--- config.mk ---
export PLATFORM = sky130hd
export DESIGN_NAME = decim_mac_scheduler
export DESIGN_NICKNAME = d
export VERILOG_FILES = /design/src/rtl/decim_mac_scheduler.sv
export SDC_FILE = /design/constraint.sdc
export NUM_CORES = 1
export LEC_CHECK = 0
export CAP_MARGIN = 20
export CORE_MARGIN = 2
export CORE_UTILIZATION = 45
export CTS_BUF_LIST = sky130_fd_sc_hd__clkbuf_16
export CTS_CLUSTER_DIAMETER = 60
export DETAILED_ROUTE_END_ITERATION = 8
export GPL_ROUTABILITY_DRIVEN = 0
export GPL_TIMING_DRIVEN = 0
export PLACE_DENSITY = 0.77
export SYNTH_ARGS = -nofsm -noshare
export SYNTH_HDL_FRONTEND = slang
export SYNTH_SLANG_ARGS = --single-unit
--- constraint.sdc ---
create_clock -name clk_in -period 1.5 [get_ports clk_in]
set_input_delay 0.3 -clock clk_in [delete_from_list [all_inputs] [get_ports clk_in]]
set_output_delay 0.3 -clock clk_in [all_outputs]
set_load 0.05 [all_outputs]
--- src/rtl/decim_mac_scheduler.sv ---
// Round-robin scheduler granting one shared FIR MAC engine to cascaded PDM decimation stages.
// Optional WAIT watchdog enabled by defining DECIM_SCHED_TIMEOUT_EN.
module decim_mac_scheduler #(
    parameter int unsigned NUM_STAGES     = 4,
    parameter int unsigned TIMEOUT_CYCLES = 1024
) (
    input  logic                          clk_in,
    input  logic                          rst_in,
    input  logic [NUM_STAGES-1:0]         req_in,
    input  logic                          mac_done_in,
    input  logic                          overrun_clr_in,
    output logic                          mac_start_out,
    output logic [$clog2(NUM_STAGES)-1:0] mac_stage_out,
    output logic                          busy_out,
    output logic [NUM_STAGES-1:0]         pending_out,
    output logic [NUM_STAGES-1:0]         overrun_out,
    output logic                          timeout_out
);

    localparam int unsigned SW = $clog2(NUM_STAGES);

    if (NUM_STAGES < 2 || NUM_STAGES > 8 || TIMEOUT_CYCLES < 1) begin : g_param_check
        $error("decim_mac_scheduler: parameter out of range");
    end

    typedef enum logic [1:0] {
        S_IDLE  = 2'd0,
        S_START = 2'd1,
        S_WAIT  = 2'd2
    } state_t;

    state_t                r_state;
    state_t                w_state_nxt;

    logic                  r_start;
    logic                  r_busy;
    logic [SW-1:0]         r_stage;
    logic [SW-1:0]         r_ptr;
    logic [NUM_STAGES-1:0] r_pending;
    logic [NUM_STAGES-1:0] r_overrun;

    logic                  w_found;
    logic [SW-1:0]         w_pick;
    logic                  w_grant;
    logic [NUM_STAGES-1:0] w_grant_vec;
    logic [NUM_STAGES-1:0] w_ov_set;

`ifdef DECIM_SCHED_TIMEOUT_EN
    localparam int unsigned CW = $clog2(TIMEOUT_CYCLES + 1);

    logic [CW-1:0]         r_wait_cnt;
    logic                  r_timeout;
    logic                  w_to_expire;
`endif

    // Round-robin search: first pending stage after the last grant, wrapping around.
    always_comb begin
        w_found = 1'b0;
        w_pick  = '0;
        for (int unsigned k = 1; k <= NUM_STAGES; k++) begin
            if (!w_found && r_pending[SW'((32'(r_ptr) + k) % NUM_STAGES)]) begin
                w_found = 1'b1;
                w_pick  = SW'((32'(r_ptr) + k) % NUM_STAGES);
            end
        end
    end

    always_ff @(posedge clk_in) begin
        if (rst_in) begin
            r_state <= S_IDLE;
        end else begin
            r_state <= w_state_nxt;
        end
    end

    always_comb begin
        w_state_nxt = r_state;
        w_grant     = 1'b0;
`ifdef DECIM_SCHED_TIMEOUT_EN
        w_to_expire = 1'b0;
`endif
        case (r_state)
            S_IDLE: begin
                if (w_found) begin
                    w_grant     = 1'b1;
                    w_state_nxt = S_START;
                end
            end
            S_START: begin
                w_state_nxt = S_WAIT;
            end
            S_WAIT: begin
                if (mac_done_in) begin
                    w_state_nxt = S_IDLE;
                end
`ifdef DECIM_SCHED_TIMEOUT_EN
                // A done arriving on the expiry cycle takes priority over the abort.
                else if (r_wait_cnt == CW'(TIMEOUT_CYCLES - 1)) begin
                    w_state_nxt = S_IDLE;
                    w_to_expire = 1'b1;
                end
`endif
            end
            default: begin
                w_state_nxt = S_IDLE;
            end
        endcase
    end

    assign w_grant_vec = w_grant ? (NUM_STAGES'(1) << w_pick) : '0;
    assign w_ov_set    = req_in & r_pending & ~w_grant_vec;

    // A request landing on its own grant cycle re-arms the pending bit instead of overrunning.
    always_ff @(posedge clk_in) begin
        if (rst_in) begin
            r_start   <= 1'b0;
            r_busy    <= 1'b0;
            r_stage   <= '0;
            r_ptr     <= SW'(NUM_STAGES - 1);
            r_pending <= '0;
            r_overrun <= '0;
        end else begin
            r_start   <= (w_state_nxt == S_START);
            r_busy    <= (w_state_nxt != S_IDLE);
            if (w_grant) begin
                r_stage <= w_pick;
                r_ptr   <= w_pick;
            end
            r_pending <= req_in | (r_pending & ~w_grant_vec);
            r_overrun <= (overrun_clr_in ? '0 : r_overrun) | w_ov_set;
        end
    end

`ifdef DECIM_SCHED_TIMEOUT_EN
    // Counter is zero on the first WAIT cycle because START always precedes WAIT.
    always_ff @(posedge clk_in) begin
        if (rst_in) begin
            r_wait_cnt <= '0;
            r_timeout  <= 1'b0;
        end else begin
            r_wait_cnt <= (r_state == S_WAIT) ? r_wait_cnt + CW'(1) : '0;
            if (w_to_expire) begin
                r_timeout <= 1'b1;
            end
        end
    end

    assign timeout_out = r_timeout;
`else
    assign timeout_out = 1'b0;
`endif

    assign mac_start_out = r_start;
    assign mac_stage_out = r_stage;
    assign busy_out      = r_busy;
    assign pending_out   = r_pending;
    assign overrun_out   = r_overrun;

endmodule

==> results.md, run 1 <==
- The run finished with clean final reports.
- The signal on the critical path passes through clkdlybuf4s15_1.
- The final-layout fill cell count is 125.
- The number of iterations in the first detailed-routing pass is 4.
- In this run the count of I/O pins placed on the die edge is 21.
- The die height is 44.1 um.
- The post-route clock skew is 0.00316 ns.
- The number of cell rows is 14.
- The worst relative slew slack is 60.4%.
- The critical path data arrival time is 1.18 ns.
- Synthesis produced 80 cells.
- The sequential element share of the synthesized area is 44.3%.
- The region available for standard cell placement spans 0.00151 mm^2.
- The number of DRC markers after the initial detailed-route iteration is 19.
- The count of buffering cells on the critical path with inverters included is 1.
- Leaving out fill and tap cells, the most frequent cell in the layout is sky130_fd_sc_hd__nor2_1.
- The initial utilization of the core area, before any placement, comes to 48.0%.
- The transition at the pin with the smallest max-transition slack is 0.592 ns.
- The via count of the first global-routing pass is 628.
- The hold slack is 0.462 ns.
- The die outline area is 0.00194 mm^2.
- For this design the ratio of total power to cell area is 1510 mW/mm^2.
- The tool flagged a number of max-cap violations equal to 0.
- On the worst path, the slowest cell contributes a delay of 0.52 ns.
- The total of warnings raised by yosys is 0.
- The count of vias placed by the detailed router is 708.
- The setup path with the least slack is of type register to primary output.
- The pre-CTS setup slack is -0.0713 ns.
- In this run the worst hold path is classified as register to register.
- The deepest clock path buffer count is 2.
- Clock-pin slew was measured on the worst setup and hold paths at 0.05 ns.
- The final setup violation count is 0.
- The clock period could shrink to 1.48 ns.
- In the layout the commonest cells are sky130_fd_sc_hd__nor2_1, sky130_fd_sc_hd__dfxtp_1, sky130_fd_sc_hd__dlygate4sd2_1.
- The remaining antenna violation count is 0.
- The max-slew violation count is 0.
- The global-route total usage across every layer is 20.9%.
- The TritonCTS clock tree is yes.
- The HPWL reported at the end of detailed placement is 1190 um.
- Setup repair after global routing left no endpoint under its margin.
- The top flip-flop cell by instance count after synthesis is sky130_fd_sc_hd__dfxtp_1.
- The total overflow left after global routing is 0.
- During placement, the flow inserted port buffers numbering 19.
- The global-route wire length before repair is 2940 um.
- The CTS sink count is 16.
- A synthesized cell averages 9.04 um^2.
- The worst ir drop on vdd is 736 uV.
- The synthesized flop and latch total is 16.
- Entering global routing, the biggest net connects 11 pins.
- After synthesis the cells add up to 723 um^2.
- The final period utilization is 98.7%.
- The width of the die is 44.1 um.
- The final routed wirelength across all metal layers is 1810 um.
- For the worst setup path, the data required time is 1.20 ns.
- The number of flops mapped to enable cells by yosys is 0.
- The type of element launching the critical path is a register.
- 0 antenna diodes ended up in the layout.
- For the worst-skew pair, the clock arrives at the later sink with an insertion delay of 0.25 ns.
- The layout-stage area growth over the synthesis result is 43.3%.
- The kind of cell with the highest combined delay on the critical path is buffers and inverters.
- The worst setup path is captured at a primary output.
- The post-layout worst setup margin is 0.0198 ns.
- The proportion of register bits with asynchronous set or reset after synthesis is 0%.
- The cell leakage power is 0.000425 uW.
- The wire length per cell after detailed routing is 15.2 um.
- The net count after synthesis is 88.
- The cell with the biggest individual delay on the critical path is sky130_fd_sc_hd__clkdlybuf4s15_1.
- CTS built an H-tree with a depth of 1.
- At the end of the flow, the number of nets in the layout was 112.
- The number of hold violations in the final report is 0.
- The proportion of layout cells with a drive suffix above 1 is 18.4%.
- Clock tree synthesis inserted a total of 3 buffers.
- The distinct cell type count after synthesis is 28.
- Based on the critical path, the design can be clocked at up to 0.676 GHz.
- In this run the clock root is driven by a sky130_fd_sc_hd__clkbuf_16.
- The vias per cell is 5.95.
- The DRC violations left is 0.
- In this run the worst path has a maximum fanout of 7.
- The number of antenna violations at the first check in global routing is 0.
## flip-flops by register name (all words and copies together) (netlist names)
name	count
pending_out	4
overrun_out	4
mac_stage_out	2
r_ptr	2
busy_out	1
r_state	2
mac_start_out	1
## logic make-up (layout without fill, tap and decap cells)
family	count (synthesis)	after routing	synth area share, %
compound gates	25	25	25.6
buf+inv	7	30	6.23
flops	16	16	44.3
mux	1	1	1.38
other cells	1	1	0.519
simple gates	30	30	22.0
## stage by stage
step                total power [uW]  TNS (ns)  utilization (%)  instance area, um^2  std cells
detailed placement              1060    -0.296             62.6                  943        115
floorplan                        909         0                -                  733         80
finish                          1570         0             68.8                 1040        119
CTS                             1550         0             66.6                 1000        118
global route                    1640         0             68.8                 1040        119
global placement                1050    -0.172             62.6                  943        115
## power breakdown
part	switching, uW	internal (uW)
sequential	56.3	488
combinational	330	179
clock	162	353
total	549	1020
## metal layers
| metal | global-route usage, % | vias to the layer above | share of wire, % |
|---|---|---|---|
| li1 | - | 336 | - |
| met1 | 26.2 | 349 | 47 |
| met2 | 32.9 | 17 | 46 |
| met3 | 5.31 | 6 | 3.6 |
| met4 | 10.9 | 0 | 2.9 |
| met5 | 0 | - | 0 |
## final timing paths
check,start,endpoint,slack (ns),cells past startpoint
worst max-delay path,pending_out[2],pending_out[2],0.02,1
worst min-delay path,mac_stage_out[1],mac_stage_out[1],0.46,2
worst max register to register,pending_out[1],pending_out[0],0.07,6
worst min register to register,mac_stage_out[1],mac_stage_out[1],0.46,2
## area by class of cell
cell class / count / area (um^2) / area share [%]
clock buffers: 3 / 75.1 / 7.25
well taps: 16 / 20.0 / 1.93
multi-input cells: 57 / 377 / 36.4
flip-flops and latches: 16 / 333 / 32.1
plain buffers: 4 / 33.8 / 3.26
repair buffers: 20 / 186 / 18.0
clock inverters: 1 / 3.75 / 0.362
inverters: 2 / 7.51 / 0.725
## Yosys cell counts, drive strengths merged (2+ instances only)
| master | count | area, um^2 |
|---|---|---|
| a211oi | 5 | 37.5 |
| a21oi | 6 | 30.0 |
| a311oi | 2 | 30.0 |
| a31oi | 2 | 12.5 |
| a32oi | 4 | 35.0 |
| buf | 4 | 33.8 |
| dfxtp | 16 | 320 |
| inv | 2 | 7.51 |
| nand2 | 2 | 7.51 |
| nor2 | 15 | 56.3 |
| nor2b | 4 | 25.0 |
| nor3 | 3 | 20.0 |
| o21ai | 3 | 15.0 |
## repair_timing
action | 4_1_cts | 5_1_grt
pin swaps | 0 | 0
gates cloned | 0 | 0
resized for setup | 12 | 9
hold buffers | 0 | 0
setup buffers | 0 | 1
endpoints found under the setup margin | 13 | 6
No activity file was read; power rests on OpenSTA's default activity.
==> run 2: changes to the inputs <==
CTS_CLUSTER_DIAMETER = 100   (was 60)
SKIP_CTS_REPAIR_TIMING = 1   (was unset)
==> results.md, run 2 (synthesized netlist as in run 1, its figures left out) <==
- For the final database, setup skew stands at 0.00145 ns.
- The width of the die is 44.1 um.
- Derived from the worst setup path, the maximum achievable clock frequency is 0.691 GHz.
- The critical path data arrival time is 1.55 ns.
- Once detail routing completed, the nets flagged for antenna violations numbered 0.
- The routed layout has 705 vias.
- The clock passes through at most 2 buffers.
- The worst path required time is 1.60 ns.
- The overflow left after global routing is 0.
- In this run the worst path has a maximum fanout of 9.
- For this design the total switching power over the nets is 547 uW.
- The CTS sink count is 16.
- Cells with a size suffix above 1 make up 18.6% of the layout.
- The max-slew violation count was 0.
- The share of power burned in combinational logic is 33.0%.
- The worst setup path startpoint is pending_out[1].
- The die outline area is 0.00194 mm^2.
- The number of cell rows is 14.
- Dividing the detail-routed wire length by the instance count gives 15.4 um.
- Measured along the y axis, the die boundary spans 44.1 um.
- The DRC violations left is 0.
- The clock network power share is 32.7%.
- The core occupancy in the finished layout is 70.6%.
- In this run the register-to-register setup slack is 0.05 ns.
- The final setup violation count is 0.
- The first global-routing pass estimated 2940 um of wire.
- Relative to the synthesized area, the layout overhead comes to 47.1%.
- The clock tree root buffer cell is sky130_fd_sc_hd__clkbuf_16.
- The transition at the pin with the smallest max-transition slack is 0.554 ns.
- After clock tree synthesis, the clock-pin slew on the worst setup and hold paths is 0.05 ns.
- The worst-case IR drop observed on VDD is 777 uV.
- The final layout contains 111 nets.
- Net switching is 34.6% of the power.
- The launch point of the worst reg-to-reg path is pending_out[1].
- In this run the worst hold path is classified as register to register.
- On the critical path, the stage with the largest delay is an instance of sky130_fd_sc_hd__dfxtp_4.
- Setup repair after global routing could not meet its margin everywhere.
- Wires add up to 1820 um.
- For this run, the total global-route usage over all layers was measured as 20.9%.
- Sequential cells account for 34.4% of the total power.
- In this run the number of H-tree levels came out at 1.
- The analysis attributes to cell leakage a power of 0.000563 uW.
- Entering global routing, the biggest net connects 11 pins.
- In this design, the stage delay of the slowest critical-path cell is 0.39 ns.
- The TritonCTS clock tree is yes.
- The number of iterations in the first detailed-routing pass is 4.
- The startpoint of the worst hold path is mac_stage_out[1].
- Walking the worst path, the cells encountered are or3b_1 > o311a_1 > buf_6 > nor3_2 > a211oi_2.
- The setup path with the least slack is of type register to register.
- Internal power comes to 1040 uW.
- The number of antenna violations at the first check in global routing is 0.
- The flow ran to the end, and the final reports show no timing, DRC or antenna violations.
- The worst relative slew slack is 62.9%.
- Clock tree synthesis inserted a total of 3 buffers.
- The worst setup path is captured at a register.
- Final hold analysis gives a worst-case slack of 0.462 ns.
- Leaving out fill and tap cells, the most frequent cells in the layout are sky130_fd_sc_hd__nor2_1, sky130_fd_sc_hd__dfxtp_1, sky130_fd_sc_hd__dlymetal6s2s_1.
- The final period utilization is 96.5%.
- Max-cap violations in this run came to 0.
- The worst setup path is launched from a register.
- In the routed layout, each cell is associated on average with a via count of 5.97.
- The core area is 0.00151 mm^2.
- 0 antenna diodes ended up in the layout.
- The minimum clock period after layout is 1.45 ns.
- The library cell used most frequently in the layout, excluding fill and tap cells, is sky130_fd_sc_hd__nor2_1.
- The count of boundary I/O pins is 21.
- The clock network latency to the later pin of the worst-skew pair is 0.24 ns.
- During placement, the flow inserted port buffers numbering 19.
- For this block, the initial DRC count from the detailed router was 21.
- The power per unit of standard cell area is 1490 mW/mm^2.
- The via count of the first global-routing pass is 644.
- The initial utilization of the core area, before any placement, comes to 48.0%.
- The HPWL reported at the end of detailed placement is 1190 um.
- The number of hold violations in the final report is 0.
run 2: path summary, 6_finish.rpt:
kind,end,cells past startpoint
worst max-delay path,pending_out[0],5
worst min-delay path,mac_stage_out[1],2
worst max register to register,pending_out[0],5
worst min register to register,mac_stage_out[1],2
run 2: power by group through the flow:
stage          clock [uW]  combinational, uW  sequential [uW]
6_report              517                522              544
5_1_grt               543                557              550
4_1_cts               524                517              543
3_5_place_dp            0                513              550
3_3_place_gp            0                505              547
2_1_floorplan           0                234              676
run 2: critical path: cells and delay by family, from the launching register on:
kind | cells | cell delay, ns
buffers and inverters | 1 | 0.15
and+or+nand+nor | 2 | 0.54
DFF | 1 | 0.39
AOI/OAI and AO/OA | 2 | 0.23
run 2: final cells by class:
type	count	area [um^2]
Fill cell	116	443
Clock buffer	3	75.1
Buffer	4	33.8
Inverter	2	7.51
Sequential cell	16	330
Multi-Input combinational cell	57	373
Timing Repair Buffer	19	220
Tap cell	16	20.0
Clock inverter	1	3.75
run 2: metal layers:
| layer | share of wire [%] | wire [um] | global-route usage [%] | vias to the layer above |
|---|---|---|---|---|
| met5 | 0 | 0 | 0 | - |
| met4 | 1.8 | 33 | 10.9 | 0 |
| met3 | 5.6 | 101 | 5.31 | 4 |
| met2 | 48 | 880 | 32.6 | 24 |
| met1 | 44 | 803 | 26.5 | 342 |
| li1 | - | - | - | 335 |
run 2: metrics by stage:
stage | setup WS [ns] | std cells | power [uW] | setup TNS [ns] | area [um^2]
4_1_cts | -0.259 | 119 | 1580 | -2.48 | 1020
5_1_grt | -0.0246 | 118 | 1650 | -0.0728 | 1060
6_report | 0.0523 | 118 | 1580 | 0 | 1060
2_1_floorplan | 0.00400 | 80 | 909 | 0 | 733
3_5_place_dp | -0.0713 | 115 | 1060 | -0.296 | 943
3_3_place_gp | -0.0470 | 115 | 1050 | -0.172 | 943
==> run 3: changes to the inputs <==
SLEW_MARGIN = 20   (was unset)
==> results of run 3 <==
No change in the layout: final DEF, timing and power equal those of run 2.
